**src/rtl/atoi_pkg.sv**
```systemverilog
// -----------------------------------------------------------------------------
// atoi_pkg
// Shared definitions for the decimal field parsers of the AVC reader:
//   - ASCII constants (digit range and the accepted field delimiters)
//   - error codes reported with each converted field
//   - sequencer state enum
//   - byte classification helpers
// -----------------------------------------------------------------------------
package atoi_pkg;

    localparam logic [7:0] ASCII_ZERO = 8'h30;
    localparam logic [7:0] ASCII_NINE = 8'h39;

    localparam logic [7:0] DLM_SPACE = 8'h20;
    localparam logic [7:0] DLM_COMMA = 8'h2C;
    localparam logic [7:0] DLM_SEMI  = 8'h3B;
    localparam logic [7:0] DLM_CR    = 8'h0D;
    localparam logic [7:0] DLM_LF    = 8'h0A;
    localparam logic [7:0] DLM_TAB   = 8'h09;

    localparam logic [1:0] ERR_OK   = 2'b00;
    localparam logic [1:0] ERR_CHAR = 2'b01;
    localparam logic [1:0] ERR_LEN  = 2'b10;
    localparam logic [1:0] ERR_OVF  = 2'b11;

    typedef enum logic [1:0] {
        IDLE    = 2'd0,
        COLLECT = 2'd1,
        SKIP    = 2'd2,
        CONV    = 2'd3
    } state_t;

    function automatic logic is_digit(input logic [7:0] b);
        return (b >= ASCII_ZERO) && (b <= ASCII_NINE);
    endfunction

    function automatic logic is_delim(input logic [7:0] b);
        return (b == DLM_SPACE) || (b == DLM_COMMA) || (b == DLM_SEMI) ||
               (b == DLM_CR)    || (b == DLM_LF)    || (b == DLM_TAB);
    endfunction

endpackage

```
**src/rtl/atoi3_conv10.sv**
```systemverilog
// -----------------------------------------------------------------------------
// atoi3_conv10
// Combinational 3-digit ASCII-to-binary converter (0..999).
// Ports:
//   i_c0    in  8   hundreds digit (ASCII '0'..'9')
//   i_c1    in  8   tens digit
//   i_c2    in  8   units digit
//   o_value out 10  i_c0*100 + i_c1*10 + i_c2 (digit values)
// Inputs are assumed to be ASCII digits; the caller guarantees this.
// -----------------------------------------------------------------------------
module atoi3_conv10
    import atoi_pkg::*;
(
    input  logic [7:0] i_c0,
    input  logic [7:0] i_c1,
    input  logic [7:0] i_c2,
    output logic [9:0] o_value
);

    logic [9:0] w_d0;
    logic [9:0] w_d1;
    logic [9:0] w_d2;

    assign w_d0 = {2'b00, i_c0} - {2'b00, ASCII_ZERO};
    assign w_d1 = {2'b00, i_c1} - {2'b00, ASCII_ZERO};
    assign w_d2 = {2'b00, i_c2} - {2'b00, ASCII_ZERO};

    // x100 = x64 + x32 + x4, x10 = x8 + x2; 999 fits in 10 bits.
    assign o_value = (w_d0 << 6) + (w_d0 << 5) + (w_d0 << 2)
                   + (w_d1 << 3) + (w_d1 << 1)
                   + w_d2;

endmodule

```
**src/rtl/atoi_field_seq.sv**
```systemverilog
// -----------------------------------------------------------------------------
// atoi_field_seq
// Collects 1..MAX_DIGITS ASCII digits terminated by a delimiter, right-aligns
// them into a 3-char window padded with '0', converts the window and emits one
// 8-bit value per field with a one-cycle valid strobe and an error code.
// Ports:
//   clk        in  1  clock, rising edge
//   reset      in  1  asynchronous active-high reset
//   flush      in  1  synchronous abort of the field in progress (no output)
//   in_valid   in  1  in_data holds a byte
//   in_data    in  8  ASCII byte
//   in_ready   out 1  byte accepted this cycle when in_valid is high
//   num        out 8  converted value, held until the next num_valid
//   num_valid  out 1  one-cycle pulse: num/num_err are new
//   num_err    out 2  00 ok, 01 illegal char, 10 too many digits, 11 overflow
//   field_cnt  out 8  number of emitted fields (wraps)
// -----------------------------------------------------------------------------
module atoi_field_seq
    import atoi_pkg::*;
#(
    parameter int SAT_ON_OVF = 1,
    parameter int MAX_DIGITS = 3
)(
    input  logic       clk,
    input  logic       reset,
    input  logic       flush,
    input  logic       in_valid,
    input  logic [7:0] in_data,
    output logic       in_ready,
    output logic [7:0] num,
    output logic       num_valid,
    output logic [1:0] num_err,
    output logic [7:0] field_cnt
);

    localparam logic [1:0] MAXD = 2'(MAX_DIGITS);

    state_t     r_state, w_nxt_state;
    logic [7:0] r_c0, r_c1, r_c2;
    logic [7:0] w_nxt_c0, w_nxt_c1, w_nxt_c2;
    logic [1:0] r_cnt, w_nxt_cnt;
    logic [1:0] r_err, w_nxt_err;

    logic [7:0] r_num;
    logic       r_num_valid;
    logic [1:0] r_num_err;
    logic [7:0] r_field_cnt;

    logic       w_take;
    logic       w_is_digit;
    logic       w_is_delim;
    logic       w_fire;
    logic [9:0] w_value;
    logic [7:0] w_num;
    logic [1:0] w_num_err;

    function automatic logic [7:0] sat_u8(input logic [9:0] v);
        if ((SAT_ON_OVF != 0) && (v > 10'd255))
            return 8'hFF;
        return v[7:0];
    endfunction

    atoi3_conv10 u_conv (
        .i_c0    (r_c0),
        .i_c1    (r_c1),
        .i_c2    (r_c2),
        .o_value (w_value)
    );

    assign in_ready   = (r_state != CONV);
    assign w_take     = in_valid && in_ready;
    assign w_is_digit = is_digit(in_data);
    assign w_is_delim = is_delim(in_data);
    // flush in the CONV cycle suppresses the output.
    assign w_fire     = (r_state == CONV) && !flush;

    always_comb begin
        w_nxt_state = r_state;
        w_nxt_c0    = r_c0;
        w_nxt_c1    = r_c1;
        w_nxt_c2    = r_c2;
        w_nxt_cnt   = r_cnt;
        w_nxt_err   = r_err;

        if (flush || (r_state == CONV)) begin
            w_nxt_state = IDLE;
            w_nxt_c0    = ASCII_ZERO;
            w_nxt_c1    = ASCII_ZERO;
            w_nxt_c2    = ASCII_ZERO;
            w_nxt_cnt   = 2'd0;
            w_nxt_err   = ERR_OK;
        end else if (w_take) begin
            unique case (r_state)
                IDLE, COLLECT: begin
                    if (w_is_digit) begin
                        if (r_state == IDLE || r_cnt < MAXD) begin
                            w_nxt_c0    = r_c1;
                            w_nxt_c1    = r_c2;
                            w_nxt_c2    = in_data;
                            w_nxt_cnt   = r_cnt + 2'd1;
                            w_nxt_state = COLLECT;
                        end else begin
                            w_nxt_err   = ERR_LEN;
                            w_nxt_state = SKIP;
                        end
                    end else if (w_is_delim) begin
                        // A delimiter with no field in progress is ignored.
                        if (r_state == COLLECT)
                            w_nxt_state = CONV;
                    end else begin
                        w_nxt_err   = ERR_CHAR;
                        w_nxt_state = SKIP;
                    end
                end
                SKIP: begin
                    // The first error stays latched; only a delimiter ends the field.
                    if (w_is_delim)
                        w_nxt_state = CONV;
                end
                default: w_nxt_state = IDLE;
            endcase
        end
    end

    always_comb begin
        w_num     = w_value[7:0];
        w_num_err = ERR_OK;
        if (r_err != ERR_OK) begin
            w_num     = 8'd0;
            w_num_err = r_err;
        end else if (w_value > 10'd255) begin
            w_num     = sat_u8(w_value);
            w_num_err = ERR_OVF;
        end
    end

    always_ff @(posedge clk or posedge reset) begin
        if (reset) begin
            r_state     <= IDLE;
            r_c0        <= ASCII_ZERO;
            r_c1        <= ASCII_ZERO;
            r_c2        <= ASCII_ZERO;
            r_cnt       <= 2'd0;
            r_err       <= ERR_OK;
            r_num       <= 8'd0;
            r_num_valid <= 1'b0;
            r_num_err   <= ERR_OK;
            r_field_cnt <= 8'd0;
        end else begin
            r_state     <= w_nxt_state;
            r_c0        <= w_nxt_c0;
            r_c1        <= w_nxt_c1;
            r_c2        <= w_nxt_c2;
            r_cnt       <= w_nxt_cnt;
            r_err       <= w_nxt_err;
            r_num_valid <= w_fire;
            if (w_fire) begin
                r_num       <= w_num;
                r_num_err   <= w_num_err;
                r_field_cnt <= r_field_cnt + 8'd1;
            end
        end
    end

    assign num       = r_num;
    assign num_valid = r_num_valid;
    assign num_err   = r_num_err;
    assign field_cnt = r_field_cnt;

endmodule

```
**config.mk**
```make
export PLATFORM = sky130hd
export DESIGN_NAME = atoi_field_seq
export DESIGN_NICKNAME = d
export VERILOG_FILES = /design/src/rtl/atoi_pkg.sv /design/src/rtl/atoi3_conv10.sv /design/src/rtl/atoi_field_seq.sv
export SDC_FILE = /design/constraint.sdc
export NUM_CORES = 1
export LEC_CHECK = 0
export CORE_MARGIN = 8
export CORE_UTILIZATION = 57
export DETAILED_ROUTE_END_ITERATION = 8
export PLACE_DENSITY = 0.88
export SLEW_MARGIN = 20
export SYNTH_ARGS = -nofsm -noshare
export SYNTH_HDL_FRONTEND = slang
export SYNTH_HIERARCHICAL = 1
export SYNTH_SLANG_ARGS = --single-unit
```
**constraint.sdc**
```tcl
create_clock -name clk -period 4.7 [get_ports clk]
set_clock_uncertainty 0.15 [all_clocks]
set_input_delay 0.705 -clock clk [delete_from_list [all_inputs] [get_ports clk]]
set_output_delay 0.705 -clock clk [all_outputs]
set_load 0.03 [all_outputs]
```
* Word level (Yosys, flattened, before mapping) *
Index checks and enable logic that the tools add are counted.

cells by class
  equal/unequal tests = 14
  $lt $le $gt $ge = 4
  multiplexer cells = 41
  add/subtract/negate cells = 10
  reduce and logical (&&, ||, !) cells = 21

operators by type and width
  kind                                                               count
  2-to-1 mux 8 bit                                                   18
  adder 10 bit                                                       5
  2-to-1 mux 2 bit                                                   20
  == test 8 x 4 -> 1 bit, second input constant                      3
  == test 8 x 6 -> 1 bit, second input constant                      3
  subtractor 8 x 6 -> 9 bit, second input constant                   2
  > comparator 10 x 8 -> 1 bit, second input constant                1
  nonzero test 2 bit                                                 5
  adder 8 x 1 -> 8 bit, second input constant                        1
  greater-or-equal comparator 8 x 6 -> 1 bit, second input constant  1
  less-or-equal comparator 8 x 6 -> 1 bit, second input constant     1
  AND reduction 4 bit                                                2
  subtractor 8 x 6 -> 8 bit, second input constant                   1
  logical OR 1 bit                                                   7
  != test 3 bit, second input constant                               2
  != test 5 bit, second input constant                               1
  == test 2 bit, second input constant                               2
  case mux 2 bit (2 select lines)                                    1
  logical AND 1 bit                                                  3
  != test 3 x 2 -> 1 bit, second input constant                      1
  AND reduction 3 bit                                                1
  adder 2 x 1 -> 2 bit, second input constant                        1
  == test 2 x 1 -> 1 bit, second input constant                      1
  zero test 2 bit                                                    1
  other kinds (5)                                                    6

word-level totals
  input port bits = 12
  register bits after elaboration = 49
  logic and storage cells = 100
  output and inout port bits = 20

* Depth between registers and ports, before layout *
  depth in word-level cells = 12
  mapped depth = 17
  gate-level depth less buffers = 17

* By module *
The synthesis kept the hierarchy.

by module, submodules not included
  module          area each (um2)  cells each  sequential area each (um2)  times used
  atoi_field_seq  2034.5           182         1233.7                      1
  atoi3_conv10    937.1            98          0.0                         1

* Worst setup path after synthesis *
OpenSTA, ideal clock, no wires.

  path type = register to register
  from = register r_c1[4]
  to = register r_num[0], in the netlist num[0]
  data arrival time = 3.781 ns
  setup slack = 0.634 ns
  clock period less this slack = 4.066 ns
  library setup time = 0.135 ns
  required time = 4.415 ns
  path buffers = 1
  cell stages (with the launch flop) = 18
  cells stage by stage = dfstp_2 -> ha_1 -> xor2_1 -> fa_1 -> inv_1 -> fa_1 -> inv_1 -> fa_1 -> inv_1 -> ha_1 -> inv_1 -> o21bai_1 -> a21oi_1 -> xnor2_1 -> or2_2 -> clkbuf_1 -> o21ai_0 -> o21ai_0

on the way
  cells in the longest elaborated chain, start to end = 7

ends and longest elaborated chain
  element                         line                                         source
  start: declaration              atoi_field_seq.sv:39                         logic [7:0] r_c0, r_c1, r_c2;
  start signal: assignment        atoi_field_seq.sv:152                        r_c1 <= w_nxt_c1;
  subtractor 8 x 6 -> 9 bit *     atoi3_conv10.sv:25                           assign w_d1 = {2'b00, i_c1} - {2'b00, ASCII_ZERO};
  adder 10 bit                    atoi3_conv10.sv:30                           + (w_d1 << 3) + (w_d1 << 1)
  adder 10 bit *                  atoi3_conv10.sv:30
  adder 10 bit *                  atoi3_conv10.sv:31                           + w_d2;
  named net w_value[9]            atoi_field_seq.sv:53                         logic [9:0] w_value;
  > comparator 10 x 8 -> 1 bit *  atoi_field_seq.sv:58, atoi_field_seq.sv:131
  2-to-1 mux 8 bit *              atoi_field_seq.sv:131                        end else if (w_value > 10'd255) begin
  2-to-1 mux 8 bit *              atoi_field_seq.sv:128                        if (r_err != ERR_OK) begin
  end signal: assignment          atoi_field_seq.sv:158                        r_num <= w_num;
  end: declaration                atoi_field_seq.sv:44                         logic [7:0] r_num;

The timed path passes the listed nets; every way through them passes the cells marked *.
A chain may end at the register's enable or synchronous reset.

* Worst setup path in the final report *
Same ends and word-level chain as after synthesis.

==> impl_results.md <==
* Status: finished clean
* Top-level I/O count at 32
* Clock Tree Buf Depth at 2
* Remaining global-route overflow at 0
* Post_cts resized at 0
* Final Hold Viols at 0
* Final wirelength at 5.785 mm
* Initial Util at 58.56%
* Row count at 26
* CP Class: flip-flop to flip-flop
* Drt via density at 5.437
* Max Clock Freq at 0.2293 GHz
* Final Util at 67.90%
* WP data arrival at 4370 ps
* Nature of the critical path endpoint: flip-flop
* Number of buffers created by CTS at 5
* Worst vdd ir at 242.2 µV
* H-Tree Depth at 2
* First-pass DRT Iterations at 4
* Final period utilization at 92.81%
* Setup crit start kind: flip-flop
* Tot GR Track Use at 16.55%
* Antenna Nets Post-Route at 0
* Wirelength per Cell at 15.22 µm
* Primary FF master, synth: dfrtp_1
* Core area at 5075 µm²
* CP Max Fanout at 8
* Min-Delay Path Depth at 1
* Slew headroom at 31.92%
* Area of the multi-input gates at 1568 µm²
* Worst skew pair latency at 300 ps
* Pre-CTS setup slack at 352.3 ps
* Final Critical Period at 4362 ps
* Slew @ Worst Pin at 1017 ps
* Global-route wire length before repair at 10.14 mm
* Yosys warnings at 6
* Chip Height at 88.21 µm
* Diode count at 0
* Sequential area share after synthesis at 41.52%
* # port buffers at 31
* Setup TNS at 0 ps
* Finished Layout Cells at 380
* Setup ws final at 338.1 ps
* Drt drc at 0
* Top post-synthesis cells by area: dfrtp_1, fa_1, ha_1
* Worst-path clk slew at 90 ps
* Initial antenna violation count at 0
* Cells after DPL at 372
* Largest net degree at the start of global routing at 50
* Die ar. at 7780 µm²
* Async SR Flop Fraction at 100.0%
* Yosys top cell area share at 36.21%
* Nets at 357
* Register Area at 1234 µm²
* RSZ-0062 raised after global routing: no
* Post-Synthesis Cells at 280
* GP Congestion at 0.8465
* Leakage at 1.657 nW
* Fillers at 395
* Die span in x at 88.21 µm
* Synth cell types at 37
* Clock Sinks at 49
* HP Class: flip-flop to flip-flop
* Final Max Slew Viols at 0
* Clock Tree Root: clkbuf_8
* CTS tree: done
* Cell Pwr Density at 241.4 nW/µm²
* Area Growth Syn to Fin at 15.96%
* # Post-CTS Setup Buffers at 0
* Cell taking the most area after synthesis: dfrtp_1
* Max_cap viols at 0
* Post-synth EDFFs at 0
* Cts hold-fix bufs at 0
* Final setup fails at 0
* Synthesized area at 2972 µm²
* Share of layout cells above drive strength 1 at 6.452%
* R2R cell count at 14
* Yosys reg bits at 49
* Vias in the first global route at 2198
* Syn Area/Cell at 10.61 µm²
* Worst EP required at 4710 ps
* Via Count at 2066
* Syn_nets at 328
* Hpwl dp at 4.433 mm
* DRT iter0 DRCs at 93
[area by class of cell]
type                       count  area share [%]
tap                           70           2.542
sequential                    49           35.80
clock inverter                 3           1.344
timing repair buffer          31           9.005
inverter                      35           3.813
clock buffer                   5           1.997
multi-input combinational    187           45.50
[where the power goes]
| group | switching, mW | leakage, nW | internal [mW] | total (mW) |
|---|---|---|---|---|
| sequential | 0.0109 | 0.659 | 0.432 | 0.443 |
| clock | 0.144 | 0.0543 | 0.159 | 0.303 |
| combinational | 0.0513 | 0.944 | 0.0342 | 0.0855 |
[metrics by stage]
stage	hold WS, ps	total power [mW]	instance area, µm²
6_report	323.1	0.8319	3446
5_1_grt	374.3	0.8631	3446
4_1_cts	330.2	0.8361	3446
2_1_floorplan	317.7	0.4967	2972
3_5_place_dp	312.8	0.5375	3331
3_3_place_gp	308.8	0.5335	3331
[Yosys cell counts (all sizes together), types with 4 or more instances]
cell,n
xor2,8
o21ai,25
nand2,23
dfstp,6
xnor2,17
fa,20
a21oi,9
inv,35
dfrtp,43
nor2b,4
nand4,4
ha,16
o22a,4
nor2,13
clkbuf,7
a22o,16
[layout by cell type (no fill, tap or decap), drive strengths merged, types with 3 or more instances in the layout]
master / Yosys / final
nand2: 23 / 23
o22a: 4 / 4
clkbuf: 7 / 5
xnor2: 17 / 17
and3: 3 / 3
nor2: 13 / 13
a21oi: 9 / 9
o21ai: 25 / 25
nand3: 3 / 3
xor2: 8 / 8
fa: 20 / 20
ha: 16 / 16
a22o: 16 / 16
inv: 35 / 35
clkdlybuf4s50: 0 / 31
dfrtp: 43 / 43
nand4: 4 / 4
nor2b: 4 / 4
dfstp: 6 / 6
[per-layer routing]
| metal | track usage, % | part of all wire [%] | vias to the layer above |
|---|---|---|---|
| met5 | 0 | 0 | - |
| met4 | 4.301 | 1.0 | 0 |
| met1 | 20.43 | 44 | 1018 |
| met2 | 28.45 | 50 | 42 |
| li1 | - | - | 997 |
| met3 | 3.565 | 4.5 | 9 |
[cells by family (layout without fill, tap and decap cells)]
| family | count (synthesis) | in the layout | share of synthesized area (%) |
|---|---|---|---|
| DFF | 49 | 49 | 41.52 |
| and+or+nand+nor | 61 | 61 | 10.27 |
| buffers and inverters | 44 | 74 | 5.727 |
| xor gates and xnor gates | 25 | 25 | 7.368 |
| AOI/OAI and AO/OA | 65 | 65 | 14.90 |
| adders and majority gates | 36 | 36 | 20.21 |
[critical path, cell delays in order, from the launching register on]
cell and delay, ps:
dfstp_2 640, ha_1 260, inv_1 130, fa_1 430
inv_1 70, fa_1 440, fa_1 500, ha_1 360
a21oi_1 240, o21bai_1 90, a21oi_1 190, xnor2_1 100
or2_2 350, o21ai_0 190, o21ai_0 90
[path summary, 6_finish.rpt]
kind,endpoint,slack (ps),startpoint
min in group asynchronous,r_c2[2]$_DFFE_PP0P_,800,reset
worst max register to register,num[0]$_DFFE_PP0P_,340,r_c1[4]$_DFFE_PP1P_
worst min register to register,field_cnt[7]$_DFFE_PP0P_,320,field_cnt[7]$_DFFE_PP0P_
worst max-delay path,num[0]$_DFFE_PP0P_,340,r_c1[4]$_DFFE_PP1P_
worst min-delay path,field_cnt[7]$_DFFE_PP0P_,320,field_cnt[7]$_DFFE_PP0P_
max in group asynchronous,r_c1[6]$_DFFE_PP0P_,3000,reset
[flip-flops by register name (all words and copies together) (netlist names)]
name       flops
num            8
field_cnt      8
r_cnt          2
r_c2           8
num_valid      1
r_state        2
r_c0           8
r_c1           8
num_err        2
r_err          2
(Power assumes the default switching activity.)
